--- config.mk ---
export PLATFORM = sky130hd
export DESIGN_NAME = diff_tx_flat
export DESIGN_NICKNAME = d
export VERILOG_FILES = /design/src/rtl/diff_tx_if.sv /design/src/rtl/diff_tx.sv /design/src/flat_wrapper.sv
export SDC_FILE = /design/constraint.sdc
export NUM_CORES = 1
export LEC_CHECK = 0
export CORE_MARGIN = 4
export CORE_UTILIZATION = 55
export CTS_BUF_LIST = sky130_fd_sc_hd__clkbuf_8
export DETAILED_ROUTE_END_ITERATION = 16
export DONT_BUFFER_PORTS = 1
export PLACE_DENSITY = 0.78
export SYNTH_ARGS = -nofsm -noshare
export SYNTH_HDL_FRONTEND = slang
export SYNTH_SLANG_ARGS = --single-unit
--- constraint.sdc ---
create_clock -name clk_in -period 2.7 [get_ports clk_in]
set_input_delay 0.405 -clock clk_in [delete_from_list [all_inputs] [get_ports clk_in]]
set_output_delay 0.405 -clock clk_in [all_outputs]
set_load 0.01 [all_outputs]
--- src/rtl/diff_tx_if.sv ---
// diff_tx_if: code/trigger request and serial line status of the pulse-width frame transmitter
interface diff_tx_if;
    logic [25:0] code_in;
    logic        trigger_in;
    logic        data_out;
    logic        busy_out;
    logic [2:0]  state_out;
    modport master (output code_in, trigger_in, input data_out, busy_out, state_out);
    modport slave (input code_in, trigger_in, output data_out, busy_out, state_out);
endinterface

--- src/rtl/diff_tx.sv ---
// diff_tx: serialises a 26-bit code MSB first as a single-wire pulse-width frame
module diff_tx #(
    parameter int DATA_PERIOD               = 20,
    parameter int HALF_DATA_PERIOD          = 10,
    parameter int QUARTER_DATA_PERIOD       = 5,
    parameter int THREE_QUARTER_DATA_PERIOD = 15,
    parameter int GUARD_PERIOD              = 10
) (
    input logic      clk_in,
    input logic      rst_in,
    diff_tx_if.slave bus
);
    localparam int MAX_PHASE = (DATA_PERIOD > GUARD_PERIOD) ? DATA_PERIOD : GUARD_PERIOD;
    localparam int CW = $clog2(MAX_PHASE + 1);
    localparam logic [CW-1:0] L_H = CW'(HALF_DATA_PERIOD);
    localparam logic [CW-1:0] L_Q = CW'(QUARTER_DATA_PERIOD);
    localparam logic [CW-1:0] L_T = CW'(THREE_QUARTER_DATA_PERIOD);
    localparam logic [CW-1:0] L_G = CW'(GUARD_PERIOD);

    if (QUARTER_DATA_PERIOD + THREE_QUARTER_DATA_PERIOD != DATA_PERIOD ||
        2 * HALF_DATA_PERIOD != DATA_PERIOD) begin : g_param_check
        $error("diff_tx: phase lengths do not add up to DATA_PERIOD");
    end

    typedef enum logic [2:0] {IDLE, SL, SH, DL, DH, EL, GUARD} state_t;

    state_t        state;
    logic [25:0]   buffer;
    logic [CW-1:0] cnt;
    logic [CW-1:0] len;
    logic [4:0]    idx;
    logic          data_r;
    logic          busy_r;
    logic          cur_bit;

    // length of the phase being held in the current state
    always_comb begin
        cur_bit = buffer[idx];
        len = (state == DL) ? (cur_bit ? L_T : L_Q) :
              (state == DH) ? (cur_bit ? L_Q : L_T) :
              (state == GUARD) ? L_G : L_H;
    end

    // frame sequencer: every phase holds its level for exactly len cycles
    always_ff @(posedge clk_in) begin
        if (rst_in) begin
            state  <= IDLE;
            buffer <= '0;
            cnt    <= '0;
            idx    <= 5'd25;
            data_r <= 1'b1;
            busy_r <= 1'b0;
        end else if (state == IDLE) begin
            if (bus.trigger_in) begin
                buffer <= bus.code_in;
                idx    <= 5'd25;
                data_r <= 1'b0;
                busy_r <= 1'b1;
                cnt    <= CW'(1);
                state  <= SL;
            end
        end else if (cnt != len) begin
            cnt <= cnt + 1'b1;
        end else begin
            cnt <= CW'(1);
            case (state)
                SL: begin
                    state  <= SH;
                    data_r <= 1'b1;
                end
                SH: begin
                    state  <= DL;
                    data_r <= 1'b0;
                end
                DL: begin
                    state  <= DH;
                    data_r <= 1'b1;
                end
                DH: begin
                    state  <= (idx == 5'd0) ? EL : DL;
                    idx    <= (idx == 5'd0) ? idx : idx - 5'd1;
                    data_r <= 1'b0;
                end
                EL: begin
                    state  <= GUARD;
                    data_r <= 1'b1;
                end
                default: begin
                    state  <= IDLE;
                    busy_r <= 1'b0;
                    cnt    <= '0;
                end
            endcase
        end
    end

    assign bus.data_out  = data_r;
    assign bus.busy_out  = busy_r;
    assign bus.state_out = state;
endmodule
--- src/flat_wrapper.sv ---
// flat-port wrapper written by rule: the top's interface ports become plain ports
module diff_tx_flat 
#(
    parameter int DATA_PERIOD               = 20,
    parameter int HALF_DATA_PERIOD          = 10,
    parameter int QUARTER_DATA_PERIOD       = 5,
    parameter int THREE_QUARTER_DATA_PERIOD = 15,
    parameter int GUARD_PERIOD              = 10
)
  (clk_in, rst_in, bus_code_in, bus_trigger_in, bus_data_out, bus_busy_out, bus_state_out);
  diff_tx_if bus_i ();
  input logic clk_in;
  input logic rst_in;
  input wire logic [$bits(bus_i.code_in)-1:0] bus_code_in;
  input wire logic [$bits(bus_i.trigger_in)-1:0] bus_trigger_in;
  output wire logic [$bits(bus_i.data_out)-1:0] bus_data_out;
  output wire logic [$bits(bus_i.busy_out)-1:0] bus_busy_out;
  output wire logic [$bits(bus_i.state_out)-1:0] bus_state_out;
  assign bus_i.code_in = bus_code_in;
  assign bus_i.trigger_in = bus_trigger_in;
  assign bus_data_out = bus_i.data_out;
  assign bus_busy_out = bus_i.busy_out;
  assign bus_state_out = bus_i.state_out;
  diff_tx #(.DATA_PERIOD(DATA_PERIOD), .HALF_DATA_PERIOD(HALF_DATA_PERIOD), .QUARTER_DATA_PERIOD(QUARTER_DATA_PERIOD), .THREE_QUARTER_DATA_PERIOD(THREE_QUARTER_DATA_PERIOD), .GUARD_PERIOD(GUARD_PERIOD)) u_core (.clk_in(clk_in), .rst_in(rst_in), .bus(bus_i));
endmodule
==> results of run 1 <==
flip-flops by register name (all words and copies together), names as in the netlist:
register and cells:
u_core.idx 5, u_core.buffer 26, u_core.cnt 5, u_core.bus.busy_out 1
u_core.bus.state_out 3, u_core.bus.data_out 1
routing by layer:
layer / global-route usage (%) / part of all wire (%) / vias to the layer above
met1: 24.4 / 50 / 819
li1: - / - / 942
met5: 0 / 0 / -
met3: 5.26 / 4.8 / 7
met2: 28.7 / 44 / 33
met4: 5.85 / 1.3 / 0
worst max-delay path, delay by kind of cell, from the launching register on:
kind / cells / cell delay (ns)
AO/OA/AOI/OAI: 5 / 1.29
buffers and inverters: 1 / 0.23
flip-flops: 1 / 0.51
multiplexers: 1 / 0.31
AND/OR/NAND/NOR: 1 / 0.06
metrics by stage:
stage	setup WS (ns)	hold WS, ns	cells	power (mW)	instance area [um^2]
global route	0.0590	0.156	314	1.51	2370
detailed placement	0.212	0.442	306	0.944	2260
floorplan	0.491	0.432	269	0.904	2250
finish	0.177	0.172	314	1.44	2370
CTS	0.197	0.168	314	1.44	2370
global placement	0.276	0.436	306	0.940	2260
worst min-delay path by stage:
stage | slack [ns] | startpoint | endpoint
CTS | 0.17 | rst_in | u_core.buffer[24]$_SDFFE_PP0P_
floorplan | 0.43 | u_core.buffer[2]$_SDFFE_PP0P_ | u_core.buffer[2]$_SDFFE_PP0P_
finish | 0.17 | rst_in | u_core.cnt[1]$_SDFFE_PP0P_
global route | 0.16 | rst_in | u_core.buffer[23]$_SDFFE_PP0P_
detailed placement | 0.44 | u_core.buffer[8]$_SDFFE_PP0P_ | u_core.buffer[8]$_SDFFE_PP0P_
global placement | 0.44 | u_core.buffer[1]$_SDFFE_PP0P_ | u_core.buffer[1]$_SDFFE_PP0P_
area by class of cell:
cell class              count  share of cell area, %
repair buffers              8                   2.53
well taps                  48                   2.53
clock buffers               6                   3.48
inverters                   9                   1.42
multi-input cells         200                   54.1
flip-flops and latches     41                   34.6
clock inverters             2                   1.42
synth_stat cells, types with 3 or more instances:
cell type / n / area [um^2]
a21oi_1: 28 / 140
a31o_1: 3 / 26.3
a31oi_1: 4 / 25.0
buf_6: 4 / 45.0
clkbuf_1: 12 / 45.0
dfxtp_1: 41 / 821
ha_1: 5 / 62.6
inv_1: 8 / 30.0
mux2i_1: 5 / 50.1
nand2_1: 62 / 233
nand3_1: 4 / 20.0
nor2_1: 17 / 63.8
nor3_1: 8 / 40.0
nor3b_1: 3 / 22.5
o21ai_1: 4 / 20.0
or3_1: 4 / 25.0
xor2_1: 3 / 26.3
power breakdown:
part,switching (mW),total [mW],internal [mW]
sequential,0.0377,0.689,0.651
combinational,0.140,0.242,0.102
clock,0.210,0.508,0.298
total,0.388,1.44,1.05
logic make-up (layout without fill, tap and decap cells):
logic type	after synthesis	after routing	synth area share, %
XOR/XNOR	3	3	1.17
buffers and inverters	28	25	6.30
flip-flops	41	41	36.5
AO/OA/AOI/OAI	66	66	21.7
adder cells (fa/ha/maj)	5	5	2.79
multiplexers	11	11	7.41
AND/OR/NAND/NOR	115	115	24.1
==> reports/results.tsv, run 1 <==
stage	metric	value	unit
placement	dp_hpwl	3170	um
sta	hold_viol_final	0	
die	start_util	59.1	%
final_layout	final_cell_mix	nand2_1, dfxtp_1, a21oi_1	
sta	fin_skew	0.00326	ns
final_layout	final_nets	299	
die	die-area	5170	um^2
worst_setup_path	r2r_setup_slack	0.18	ns
clock_tree	h-tree-depth	2	
clock_tree	clk_transition_reported_paths	0.08	ns
worst_setup_path	path_cells	buf_4, mux2_4, a221oi_2, o211a_1, o221ai_2, a21oi_4, nand2_2, a221o_1	
die	die_y	71.9	um
clock_tree	clockBufferDepth	2	
sta	worst_pin_slew	0.465	ns
clock_tree	root_buffer	clkbuf_8	
clock_tree	cts_resized	0	
grt	grt_pass1_vias	1641	
worst_setup_path	startpoint_type	flop	
final_layout	mostFrequentLayoutCell	nand2_1	
placement	io_buffers	0	
die	boundaryPins	34	
synthesis	synth_flop_cell	dfxtp_1	
final_layout	seqCellArea	821	um^2
worst_setup_path	critPathLaunch	u_core.idx[1]$_SDFFE_PP0P_	
worst_setup_path	cp_data_arrival_time	2.71	ns
grt	antenna_found_initial	0	
final_layout	final.fill_count	327	
synthesis	ys_async_sr_fraction	0	%
sta	relSlewSlack	68.6	%
route	routed_wl	4450	um
route	ant_nets	0	
clock_tree	cts_setup_buffers	0	
worst_setup_path	rr_endpoint	u_core.idx[4]$_SDFFE_PP1P_	
final_layout	area_growth	5.74	%
synthesis	ys_seq_area_share	36.5	%
route	drt_iter0_drc	100	
grt	overflow	0	
die	std_cell_rows	22	
power	power-per-cell-area	606	nW/um^2
worst_setup_path	reg2regPathDepth	8	
route	drc	0	
sta	period_minus_slack	2.52	ns
worst_setup_path	crit_required	2.89	ns
synthesis	synth_cell_type_count	57	
route	vias_per_cell	5.74	
power	ir_worst_vdd	0.444	mV
synthesis	syn_area	2250	um^2
worst_setup_path	cp-end-kind	flop	
clock_tree	holdBufCountCts	0	
worst_setup_path	cp_max_fo	9	
route	wl_per_cell	14.2	um
route	firstDrtPassIters	4	
route	vias	1801	
status	outcome	finished, final reports clean	
flow_run	maxCapViolations	0	
hold_path	min_path_type	in2reg	
final_layout	fin_util	62.5	%
worst_setup_path	reg2reg_from	u_core.idx[1]$_SDFFE_PP0P_	
synthesis	synth_edf_count	0	
sta	finalSetupViolations	0	
clock_tree	cts_tree	yes	
synthesis	yosys_warnings	0	
sta	setup_tns	0	ns
die	die_x	71.9	um
synthesis	synth_cells	269	
die	core	3800	um^2
grt	grt_max_degree	44	
sta	layout_worst_path_cycle_share	93.4	%
hold_path	hold_depth	1	
synthesis	ys_seq_elements	41	
clock_tree	cts_buffers	5	
sta	slew_viol_final	0	
final_layout	drive_gt1_share	11.7	%
grt	grt_pass1_wl	7600	um
synthesis	syn_avg_cell_area	8.35	um^2
sta	fmax	0.396	GHz
sta	rsz0062_at_grt	no	
grt	grt.total_usage	18.3	%
clock_tree	cts.sinks	41	
worst_setup_path	critPathKind	reg2reg	
final_layout	multi_input_area	1280	um^2
worst_setup_path	slowest_delay	0.51	ns
power	leakage	0.901	nW
synthesis	syn_nets	303	
clock_tree	insertion_delay	0.29	ns
final_layout	n_antenna_cell	0	
placement	gp_congestion	0.853	
worst_setup_path	crit_end	u_core.idx[4]$_SDFFE_PP1P_	
worst_setup_path	cp_slowest_cell	dfxtp_1	
Note: power is estimated with default switching activity, not from simulation.
==> run 2: changes to the inputs <==
Settings changed: SKIP_CTS_REPAIR_TIMING from default to 1.
==> results of run 2 <==
No change in the layout: final DEF, timing and power equal those of run 1.
==> run 3: changes to the inputs <==
Settings changed: SKIP_LAST_GASP from default to 1.
==> results of run 3 <==
No change in the layout: final DEF, timing and power equal those of run 1.
